## config.mk

```make
export PLATFORM = sky130hd
export DESIGN_NAME = keypad_scan_decoder
export DESIGN_NICKNAME = d
export VERILOG_FILES = /design/src/rtl/keypad_scan_decoder.sv
export SDC_FILE = /design/constraint.sdc
export NUM_CORES = 1
export LEC_CHECK = 0
export ABC_AREA = 1
export BUFFER_PORTS_ARGS = -buffer_cell sky130_fd_sc_hd__buf_2
export CORE_ASPECT_RATIO = 1.75
export CORE_MARGIN = 2
export CORE_UTILIZATION = 65
export DETAILED_ROUTE_END_ITERATION = 16
export GPL_TIMING_DRIVEN = 0
export PLACE_DENSITY_LB_ADDON = 0.3
export SETUP_SLACK_MARGIN = 0.5
export SYNTH_ARGS = -nofsm -noshare
export SYNTH_HDL_FRONTEND = slang
export SYNTH_SLANG_ARGS = --single-unit
```

## constraint.sdc

```tcl
create_clock -name clk -period 6.2 [get_ports clk]
set_clock_uncertainty 0.15 [all_clocks]
set_input_delay 0.62 -clock clk [delete_from_list [all_inputs] [get_ports clk]]
set_output_delay 0.62 -clock clk [all_outputs]
set_load 0.01 [all_outputs]
```

## src/rtl/keypad_scan_decoder.sv

```systemverilog
// 4x4 matrix keypad scanner: walks an active-low column strobe, classifies each
// full scan as NONE/KEY/MULTI, debounces whole scans and commits hex key events.
module keypad_scan_decoder #(
    parameter int unsigned SCAN_DIV       = 16,
    parameter int unsigned DEBOUNCE_SCANS = 3
) (
    input  logic       clk,
    input  logic       RESET,
    input  logic [3:0] row_in,
    output logic [3:0] col_out,
    output logic [3:0] key_code,
    output logic       key_valid,
    output logic       key_held,
    output logic       key_release
);
    localparam int unsigned CNT_W = 16;
    localparam int unsigned STB_W = 4;
    localparam logic [CNT_W-1:0] CNT_LAST = CNT_W'(SCAN_DIV - 1);
    localparam logic [STB_W-1:0] STB_MAX  = STB_W'(DEBOUNCE_SCANS);

    typedef enum logic [1:0] {RES_NONE, RES_KEY, RES_MULTI} res_kind_e;
    typedef enum logic {ST_IDLE, ST_PRESSED} state_e;

    logic [3:0]       row_m, row_s;
    logic [CNT_W-1:0] cnt;
    logic [1:0]       col_idx;
    logic [1:0]       hits, hits_nxt;
    logic [3:0]       cand, cand_nxt;
    res_kind_e        prev_kind, res_kind;
    logic [3:0]       prev_code, res_code;
    logic [STB_W-1:0] stable_cnt, stb_nxt;
    state_e           state;
    logic             sample, scan_end, commit;

    assign sample   = (cnt == CNT_LAST);
    assign scan_end = sample && (col_idx == 2'd3);
    assign commit   = scan_end && (stb_nxt == STB_MAX);

    // Accumulate row hits for the current column; column 0 starts a fresh scan.
    always_comb begin
        hits_nxt = (col_idx == 2'd0) ? 2'd0 : hits;
        cand_nxt = (col_idx == 2'd0) ? 4'd0 : cand;
        for (int r = 0; r < 4; r++) begin
            if (!row_s[r]) begin
                if (hits_nxt == 2'd0)
                    cand_nxt = {2'(r), col_idx};
                if (hits_nxt != 2'd2)
                    hits_nxt = hits_nxt + 2'd1;
            end
        end
    end

    // Classify the finished scan and advance the stability count against the last result.
    always_comb begin
        res_kind = RES_MULTI;
        res_code = 4'd0;
        if (hits_nxt == 2'd0) begin
            res_kind = RES_NONE;
        end else if (hits_nxt == 2'd1) begin
            res_kind = RES_KEY;
            res_code = cand_nxt;
        end
        if (res_kind == prev_kind && res_code == prev_code)
            stb_nxt = (stable_cnt >= STB_MAX) ? STB_MAX : stable_cnt + STB_W'(1);
        else
            stb_nxt = STB_W'(1);
    end

    // Synchronizer, dwell counter and column strobe.
    always_ff @(posedge clk or posedge RESET) begin
        if (RESET) begin
            row_m   <= 4'hF;
            row_s   <= 4'hF;
            cnt     <= '0;
            col_idx <= 2'd0;
            col_out <= 4'b1110;
            hits    <= 2'd0;
            cand    <= 4'd0;
        end else begin
            row_m <= row_in;
            row_s <= row_m;
            if (sample) begin
                cnt     <= '0;
                col_idx <= col_idx + 2'd1;
                col_out <= ~(4'b0001 << (col_idx + 2'd1));
                hits    <= hits_nxt;
                cand    <= cand_nxt;
            end else begin
                cnt <= cnt + CNT_W'(1);
            end
        end
    end

    // Debounce history, updated once per completed scan.
    always_ff @(posedge clk or posedge RESET) begin
        if (RESET) begin
            prev_kind  <= RES_NONE;
            prev_code  <= 4'd0;
            stable_cnt <= '0;
        end else if (scan_end) begin
            prev_kind  <= res_kind;
            prev_code  <= res_code;
            stable_cnt <= stb_nxt;
        end
    end

    // Commit FSM; MULTI results never move it, which suppresses ghost keys.
    always_ff @(posedge clk or posedge RESET) begin
        if (RESET) begin
            state       <= ST_IDLE;
            key_code    <= 4'd0;
            key_valid   <= 1'b0;
            key_held    <= 1'b0;
            key_release <= 1'b0;
        end else begin
            key_valid   <= 1'b0;
            key_release <= 1'b0;
            if (commit) begin
                case (state)
                    ST_IDLE: begin
                        if (res_kind == RES_KEY) begin
                            state     <= ST_PRESSED;
                            key_code  <= res_code;
                            key_valid <= 1'b1;
                            key_held  <= 1'b1;
                        end
                    end
                    ST_PRESSED: begin
                        if (res_kind == RES_KEY && res_code != key_code) begin
                            key_code  <= res_code;
                            key_valid <= 1'b1;
                        end else if (res_kind == RES_NONE) begin
                            state       <= ST_IDLE;
                            key_held    <= 1'b0;
                            key_release <= 1'b1;
                        end
                    end
                    default: state <= ST_IDLE;
                endcase
            end
        end
    end
endmodule
```

Word-level counts from Yosys, hierarchy flattened --
Index checks and enable logic that the tools add are counted.
Storage, ports and cells: output and inout port bits 11, RAM bits 0, logic and storage cells 98, memory bits (read-only) 0, latch bits 0, memories kept 0, flip-flop bits (word level) 54
Operators by class: $add $sub $neg 7, equal/unequal tests 16, shifts and indexed selects 1, $lt $le $gt $ge 1, $mul 0, multiplexer cells 43, div/mod/pow operators 0, reductions and logical operators 13, bitwise logic cells 2
Operators by type and width (number):
- $mux W4 | 15
- $mux W2 | 11
- $add A16 B1 Y16 const B | 1
- $eq A16 B4 Y1 const B | 1
- $mux W16 | 1
- $logic_not A2 Y1 | 7
- $mux W1 | 12
- $ne A2 B2 Y1 const B | 6
- $add A2 B1 Y2 const B | 5
- $pmux W4 S2 | 1
- $pmux W1 S2 | 3
- $add A4 B1 Y4 const B | 1
- $eq A2 B1 Y1 const B | 2
- $eq A4 B2 Y1 const B | 1
- $eq A4 B4 Y1 | 1
- $ge A4 B2 Y1 const B | 1
- $logic_and A1 B1 Y1 | 4
- $ne A2 B1 Y1 const B | 2
- $ne A4 B4 Y1 | 1
- $not A4 Y4 | 1
- $reduce_and A4 Y1 | 1
- $shl A1 B2 Y4 const A | 1
- $reduce_and A3 Y1 | 1
- $eq A2 B2 Y1 | 1
- 2 further kinds | 2

Depth between registers and ports, before layout --
Gate-level depths: netlist of the first run.
depth after elaboration 23, mapped depth 28

Worst setup path before layout of the first run --
No wires, ideal clock.
path kind register -> register, start reg col_idx[0], end reg key_code[3], data arrival time 3.399 ns, path slack 2.533 ns, buffers on the path 0, period minus slack after synthesis 3.667 ns, cell stages (with the launch flop) 28, library setup time 0.118 ns, cell sequence dfrtp_1 inv_1 ha_1 inv_2 nand2_1 ha_1 nand2_2 nand3_1 inv_2 nand2_2 o21ai_1 inv_1 ha_1 or2_2 nand2_2 nand2_4 nand2_1 nand2_1 nand2_1 nand3_4 nand2_2 nand2_2 nor2_4 nand4_4 nor2_8 nand3_4 nand2_1 nand2_1
Between the ends: word-level cells in the longest chain between the ends 23
RTL lines:
- start: declaration | RTL line 26 | logic [1:0] col_idx;
- start signal: assignment | RTL line 84 | col_idx <= col_idx + 2'd1;
- $logic_not A2 Y1 | RTL line 41, 42
- $mux W2 | RTL line 41 | hits_nxt = (col_idx == 2'd0) ? 2'd0 : hits;
- $add A2 B1 Y2 / $ne A2 B2 Y1 (equally long branches) | RTL line 48, 47
- $mux W2 | RTL line 47 | if (hits_nxt != 2'd2)
- $mux W2 | RTL line 44 | if (!row_s[r]) begin
- $add A2 B1 Y2 / $ne A2 B2 Y1 (equally long branches) | RTL line 48, 47
- $mux W2 | RTL line 47
- $mux W2 | RTL line 44
- (+7 left out)
- $mux W4 / $mux W2 (equally long branches) | RTL line 59 | end else if (hits_nxt == 2'd1) begin
- $mux W4 / $mux W2 (equally long branches) | RTL line 57 | if (hits_nxt == 2'd0) begin
- $eq A4 B4 Y1 / $eq A2 B2 Y1 (equally long branches) | RTL line 63 | if (res_kind == prev_kind && res_code == prev_code)
- $logic_and A1 B1 Y1 | RTL line 63
- $mux W4 | RTL line 63
- $eq A4 B2 Y1 | RTL line 37 | assign commit = scan_end && (stb_nxt == STB_MAX);
- $logic_and A1 B1 Y1 | RTL line 37
- $reduce_and A3 Y1 (no source line)
- end signal: assignment | RTL line 123 | key_code <= res_code;
- end signal: assignment | RTL line 130 | key_code <= res_code;
- end: declaration | RTL line 11 | output logic [3:0] key_code,
Several ways; a longest one is shown, not always the timed one. The select of a mux whose other input is x is not followed. A chain may end at the register's enable or synchronous reset.

Final worst setup path of the first run --
Ends and elaborated chain as after synthesis.

==> results of run 1 <==
how the worst min path moves through the flow:
| stage | from | endpoint | slack, ps | cells after the start |
|---|---|---|---|---|
| floorplan | row_m[0]$_DFF_PP1_ | row_s[0]$_DFF_PP1_ | 200 | 0 |
| global placement | row_m[1]$_DFF_PP1_ | row_s[1]$_DFF_PP1_ | 200 | 0 |
| detailed placement | row_m[3]$_DFF_PP1_ | row_s[3]$_DFF_PP1_ | 200 | 0 |
| CTS | RESET | stable_cnt[1]$_DFFE_PP0P_ | 90 | 2 |
| global route | RESET | stable_cnt[2]$_DFFE_PP0P_ | 100 | 2 |
| finish | RESET | stable_cnt[1]$_DFFE_PP0P_ | 80 | 2 |
per-stage QoR:
| step | util | setup WS (ps) | hold WS [ps] | instance area (sq um) | total power, mW |
|---|---|---|---|---|---|
| floorplan | - | 2530 | 195 | 2930 | 0.661 |
| global placement | 0.705 | 2180 | 196 | 3080 | 0.711 |
| detailed placement | 0.710 | 2080 | 197 | 3100 | 0.722 |
| CTS | 0.734 | 2060 | 86.3 | 3200 | 0.949 |
| global route | 0.734 | 1690 | 99.4 | 3200 | 1.01 |
| finish | 0.734 | 2040 | 84.9 | 3200 | 0.938 |
flip-flops by register name (all words and copies together) (netlist names), 2 cells and up, named ones only:
| name | cells |
|---|---|
| prev_kind | 2 |
| cand | 4 |
| key_code | 4 |
| hits | 2 |
| cnt | 16 |
| col_idx | 2 |
| col_out | 4 |
| row_s | 4 |
| prev_code | 4 |
| row_m | 4 |
| stable_cnt | 4 |
per-layer routing:
| layer | track usage | part of all wire | vias up |
|---|---|---|---|
| li1 | - | - | 1162 |
| met1 | 0.269 | 0.40 | 1048 |
| met2 | 0.438 | 0.56 | 21 |
| met3 | 0.0387 | 0.019 | 10 |
| met4 | 0.121 | 0.025 | 0 |
| met5 | 0 | 0 | - |
power by group through the flow:
stage          logic [mW]  clock network [mW]  registers (mW)
3_3_place_gp        0.319                   0           0.391
5_1_grt             0.376               0.244           0.388
4_1_cts             0.333               0.231           0.385
2_1_floorplan       0.272                   0           0.388
3_5_place_dp        0.330                   0           0.392
6_report            0.330               0.223           0.385
layout by cell type (no fill, tap or decap), drive strengths merged, types with 2 or more instances in the layout:
cell type    n
inv         59
or2          2
nand2      109
nand4       11
dfrtp       43
clkbuf       9
buf         19
a31oi        4
o21ai       16
nand3b       2
xnor2        2
ha          10
a21oi        6
nand3       30
dfstp       11
nor2        34
xor2         7
critical path, cell delays in order, from the launching register on:
cell     delay [ps]
dfrtp_1         420
inv_1           120
ha_1            260
inv_2           120
nand2_1         120
ha_1            330
nand2_2          90
nand3_1         110
inv_2            80
nand2_2          60
o21ai_1         120
inv_1            60
ha_1            280
or2_2           280
nand2_2         110
nand2_4          90
nand2_1         100
nand2_1          70
nand2_1         190
nand3_4         120
nand2_2          80
nand2_2          60
nor2_4          110
nand4_4         120
nor2_8          180
nand3_4         110
nand2_1          70
nand2_1          50
kinds of logic (layout without fill, tap and decap cells):
family | Yosys count | after routing | share of synthesized area
buffers and inverters | 63 | 88 | 0.0870
adder cells (fa/ha/maj) | 10 | 10 | 0.0427
XOR/XNOR | 9 | 9 | 0.0269
AO/OA/AOI/OAI | 29 | 29 | 0.0533
AND/OR/NAND/NOR | 190 | 190 | 0.325
flip-flops | 54 | 54 | 0.465
cell type report:
class	instances	area share
Inverter	58	0.0680
Multi-Input combinational cell	238	0.410
Sequential cell	54	0.426
Clock buffer	6	0.0293
Tap cell	51	0.0199
Buffer	5	0.0117
Clock inverter	2	0.00391
Timing Repair Buffer	17	0.0313
==> flow_summary.json, run 1 <==
{
  "outcome": "finished, final reports clean",
  "yosys_warnings": 0,
  "core_area_sq_um": 4360,
  "syn-instance-count": 355,
  "via_count": 2241,
  "drive_gt1_frac": 0.192,
  "cts_hold_buf": 0,
  "powerDensity_nw_per_um2": 293,
  "multiInputGateArea_sq_um": 1310,
  "place_inst": 423,
  "cts_max_level": 2,
  "grt_pass1_wl_mm": 9.09,
  "leakage_nw": 1.72,
  "grt_overflow_total": 0,
  "drc": 0,
  "synth_common_cells": "nand2_1 (93), inv_1 (52), dfrtp_1 (43), nor2_1 (31), nand3_1 (22)",
  "worstRegToRegCells": 27,
  "insertion_delay_ps": 320,
  "seq_power_share": 0.411,
  "cts_resized": 0,
  "n_fill_cell": 348,
  "sw_frac_of_total": 0.371,
  "ff2ff_setup_slack_ps": 2040,
  "maxSlewViolCount": 0,
  "cts_sinks": 54,
  "ys_types": 34,
  "synth_nets": 371,
  "maxCapViolations": 0,
  "endpoint": "key_code[3]$_DFFE_PP0P_",
  "vdd_drop_max_mv": 0.259,
  "cts_setup_buffers": 0,
  "diodes": 0,
  "tns_ps": 0,
  "setup_viol_count_final": 0,
  "wl_mm": 5.31,
  "critPathLaunchType": "flip-flop",
  "grt_use_total": 0.248,
  "synth_top_cell_area_share": 0.367,
  "crit_arrival_ps": 4220,
  "synthTopCellsByArea": "dfrtp_1 (37%), nand2_1 (12%), dfstp_2 (9.9%), inv_1 (6.7%), ha_1 (4.3%)",
  "root_buffer": "clkbuf_8",
  "fp-row-count": 32,
  "numCtsBuffers": 5,
  "finalCritPeriodShare": 0.671,
  "rsz0062_at_grt": "no",
  "antenna_found_initial": 0,
  "die_w_microns": 54.8,
  "routedWlPerCell_microns": 12.3,
  "fp.dieArea_sq_um": 5090,
  "synth_most_common_cell": "nand2_1",
  "synth_area_leader_cell": "dfrtp_1",
  "synthArstFlopShare": 1.00,
  "switching_power_mw": 0.348,
  "max_slew_margin": 0.697,
  "worstSetupEndpointType": "flip-flop",
  "ant_nets": 0,
  "syn_to_final_growth_pct": 9.21,
  "dp_hpwl_mm": 4.01,
  "synth_flop_cell": "dfrtp_1",
  "start_util": 0.672,
  "drt-vias-per-instance": 5.20,
  "instances_no_fill": 431,
  "syn_area_sq_um": 2930,
  "dieHeight_microns": 92.9,
  "power_frac_comb": 0.352,
  "hold_path.class": "primary input to async pin",
  "grt_pass1_vias": 2214,
  "first_pass_iters": 4,
  "hold_viol_final": 0,
  "critical_path_class": "flip-flop to flip-flop",
  "ys_seq_area_frac": 0.465,
  "reg2reg_from": "col_idx[0]$_DFFE_PP0N_",
  "crit_path_max_fanout": 9,
  "path_clk_slew_ps": 100,
  "port_buffers": 16,
  "critPathRequiredTime_ps": 6260,
  "ys_ff_latch": 54,
  "place.gp.congestion": 0.844,
  "cp-startpoint": "col_idx[0]$_DFFE_PP0N_",
  "timing.fmax_ghz": 0.240,
  "grt_max_degree": 43,
  "first_iter_violations": 74,
  "worstReg2RegEnd": "key_code[3]$_DFFE_PP0P_",
  "p_int_mw": 0.590,
  "worst_slew_pin_slew_ps": 455,
  "fin_nets": 395,
  "ff_latch_area_sq_um": 1370,
  "clkPwrFrac": 0.238,
  "cts_tree": "done",
  "io_pins": 17,
  "syn_area_per_cell_sq_um": 8.26,
  "synth_edf_count": 0,
  "period_minus_slack_ps": 4160,
  "clock_tree.buffer_depth": 2
}
No activity file was read; power rests on OpenSTA's default activity.
==> inputs of run 2 (changes only) <==
Settings changed: ABC_AREA 1 to 0, CORE_UTILIZATION 65 to 60.
Clock period 6.2 ns to 4 ns, I/O delays scaled along.
==> run 2 against run 1 <==
Effect of this change:
- the flow now finishes with violations (negative setup slack)
- via count rose by 1.1%
- maximum frequency rose by 0.72%
- flip-flop and latch count unchanged
- clock-buffer cell count grew 1
- clock power grew 26%
- sequential power up 59%
- area after synthesis is 3.3% lower
- largest power group is now combinational cells
==> flow_summary.json, run 2 <==
{
  "outcome": "complete, but fails checks",
  "violations": "negative setup slack",
  "endpoint": "key_code[0]$_DFFE_PP0P_",
  "timing.fmax_ghz": 0.242,
  "top_layer": "met4",
  "grt_pass1_wl_mm": 10.5,
  "drt-vias-per-instance": 6.12,
  "syn_area_sq_um": 2840,
  "power_frac_comb": 0.560,
  "power_mw": 2.04,
  "clkPwrFrac": 0.138,
  "ys_types": 57,
  "top_register": "cnt",
  "numCtsBuffers": 5,
  "final_common_cell": "dfrtp_1",
  "root_buffer": "clkbuf_8",
  "yosys_warnings": 0,
  "wl_mm": 6.64,
  "powerDensity_nw_per_um2": 569,
  "n_fill_cell": 289,
  "cp_slowest_cell": "nor4_4",
  "ys_ff_latch": 54,
  "antenna_found_initial": 0,
  "place.gp.congestion": 0.883,
  "met3_length_microns": 200,
  "io_pins": 17,
  "die_w_microns": 56.0,
  "synth_flop_cell": "dfrtp_1",
  "p_int_mw": 1.24,
  "place_inst": 337,
  "setup_viol_count_final": 7,
  "cts_max_level": 2,
  "diodes": 0,
  "wl_met1_mm": 2.47,
  "reg2reg_from": "col_idx[0]$_DFFE_PP0N_",
  "synth_common_cells": "dfrtp_1 (43), nand2_1 (25), o21ai_0 (18), xnor2_1 (15), nor2_1 (14)",
  "path_clk_slew_ps": 90,
  "crit_arrival_ps": 4170,
  "largest_reg_flops": 16,
  "dp_hpwl_mm": 4.14,
  "first_iter_violations": 141,
  "synth_most_common_cell": "dfrtp_1",
  "maxCapViolations": 0,
  "start_util": 0.613,
  "vdd_drop_max_mv": 0.470,
  "critical_path_class": "flip-flop to flip-flop",
  "hold_path.class": "primary input to flip-flop",
  "switching_power_mw": 0.798,
  "period_minus_slack_ps": 4130,
  "crit_buf_inv": 3,
  "port_buffers": 16,
  "synthTopCellsByArea": "dfrtp_1 (38%), dfstp_2 (10%), xnor2_1 (4.6%), ha_1 (4.4%), nand2_1 (3.3%)",
  "maxSlewViolCount": 0,
  "worst_slew_pin_slew_ps": 735,
  "rsz0062_at_grt": "yes",
  "sw_frac_of_total": 0.392,
  "hp-start": "row_in[1]",
  "synth_nets": 284,
  "grt_pass1_vias": 2239,
  "worstSetupEndpointType": "flip-flop",
  "cp-startpoint": "col_idx[0]$_DFFE_PP0N_",
  "grt_max_degree": 45,
  "syn-instance-count": 268,
  "hold_viol_final": 0,
  "cts_tree": "done",
  "finalWorstSetupSlack_ps": -131,
  "core_area_sq_um": 4620,
  "grt_use_total": 0.252,
  "drc": 0,
  "fp.dieArea_sq_um": 5320,
  "seq_power_share": 0.302,
  "routedWlPerCell_microns": 17.9,
  "insertion_delay_ps": 300,
  "max_slew_margin": 0.504,
  "worstRegToRegCells": 18,
  "synth_edf_count": 0,
  "dr_wl_met2_mm": 3.68,
  "max_stage_delay_ps": 500,
  "leakage_nw": 1.60,
  "ff2ff_setup_slack_ps": -130,
  "syn_to_final_growth_pct": 26.2,
  "cts_sinks": 54,
  "synth_area_leader_cell": "dfrtp_1",
  "via_count": 2265,
  "critPathLaunchType": "flip-flop",
  "layout_common_cells": "dfrtp_1 (42), nand2_1 (25), buf_4 (24)",
  "path_delay_family": "simple AND/OR/NAND/NOR gates",
  "synthArstFlopShare": 1.00,
  "critPathRequiredTime_ps": 4040,
  "fin_nets": 334,
  "dieHeight_microns": 95.0,
  "instances_no_fill": 370,
  "worstReg2RegEnd": "key_code[0]$_DFFE_PP0P_",
  "ant_nets": 0,
  "syn_area_per_cell_sq_um": 10.6,
  "cp_num_cells": 18,
  "grt_overflow_total": 0,
  "synth_top_cell_area_share": 0.379,
  "clock_tree.buffer_depth": 2,
  "finalCritPeriodShare": 1.03,
  "drive_gt1_frac": 0.327,
  "pre_cts_slack_ps": -563,
  "crit_path_max_fanout": 6,
  "crit_top_cell": "ha_4",
  "ys_seq_area_frac": 0.481,
  "crit_chain": "inv_2 > ha_4 > nand2b_4 > ha_4 > nor2b_1 > o21ai_0 > nand2_1 > inv_1 > ha_4 > nor2_4 > a31oi_4 > nor4_4 > nor2_2 > nor3_1 > a311oi_2 > nor4_4 > buf_4 > mux2_4",
  "first_pass_iters": 4,
  "fp-row-count": 33
}
[run 2: cell types whose count changed after synthesis, moves of 13 or more]
| cell | delta |
|---|---|
| nand2_1 | -68 |
| inv_1 | -40 |
| nor2_1 | -17 |
| nand2_2 | -13 |
| nand3_1 | -13 |
| xnor2_1 | +13 |
[run 2: worst min-delay path by stage]
stage / end / slack [ps] / cells past startpoint
finish: row_m[1]$_DFF_PP1_ / 40 / 1
global route: row_m[1]$_DFF_PP1_ / 30 / 1
CTS: row_m[2]$_DFF_PP1_ / 30 / 1
detailed placement: stable_cnt[0]$_DFFE_PP0P_ / 190 / 2
global placement: row_s[2]$_DFF_PP1_ / 200 / 0
floorplan: row_s[0]$_DFF_PP1_ / 200 / 0
[run 2: power by group through the flow]
stage / clock network (mW) / registers (mW) / logic, mW
after detailed placement: 0 / 0.622 / 0.692
after CTS: 0.290 / 0.612 / 0.927
after global routing: 0.309 / 0.619 / 1.22
after floorplan: 0 / 0.613 / 0.564
after global placement: 0 / 0.620 / 0.676
final: 0.281 / 0.614 / 1.14
[run 2: area by class of cell]
type	instances	area, sq um	share of cell area
flip-flops and latches	54	1370	0.382
repair buffers	43	309	0.0863
clock buffers	7	76.3	0.0213
plain buffers	7	35.0	0.00978
well taps	52	65.1	0.0182
multi-input cells	195	1680	0.470
inverters	12	45.0	0.0126
[run 2: metrics by stage]
step           setup TNS [ps]  hold slack, ps  utilization  area [sq um]
2_1_floorplan            -219             195            -          2910
3_3_place_gp            -3210             196        0.661          3060
3_5_place_dp            -3630             192        0.665          3080
4_1_cts                 -16.3            35.0        0.742          3430
5_1_grt                 -1900            25.9        0.774          3580
6_report                 -659            37.1        0.774          3580
[run 2: logic make-up (layout without fill, tap and decap cells)]
logic type,after synthesis,after routing,share of synthesized area
AND/OR/NAND/NOR,102,102,0.202
flip-flops,54,54,0.481
AO/OA/AOI/OAI,52,52,0.142
XOR/XNOR,23,23,0.0710
buffers and inverters,19,69,0.0269
adder cells (fa/ha/maj),10,10,0.0441
multiplexers,8,8,0.0326
[run 2: per-layer routing]
metal | global-route usage | vias to the layer above
met5 | 0 | -
met4 | 0.131 | 0
met3 | 0.0356 | 25
met2 | 0.464 | 59
met1 | 0.278 | 1116
li1 | - | 1065
[run 2: repair_timing]
item / 4_1_cts / 5_1_grt
gates resized for setup: 21 / 18
hold buffers: 1 / 0
setup endpoints to repair: 15 / 10
pin swaps: 13 / 7
hold endpoints to repair: 8 / 0
setup buffers: 19 / 6
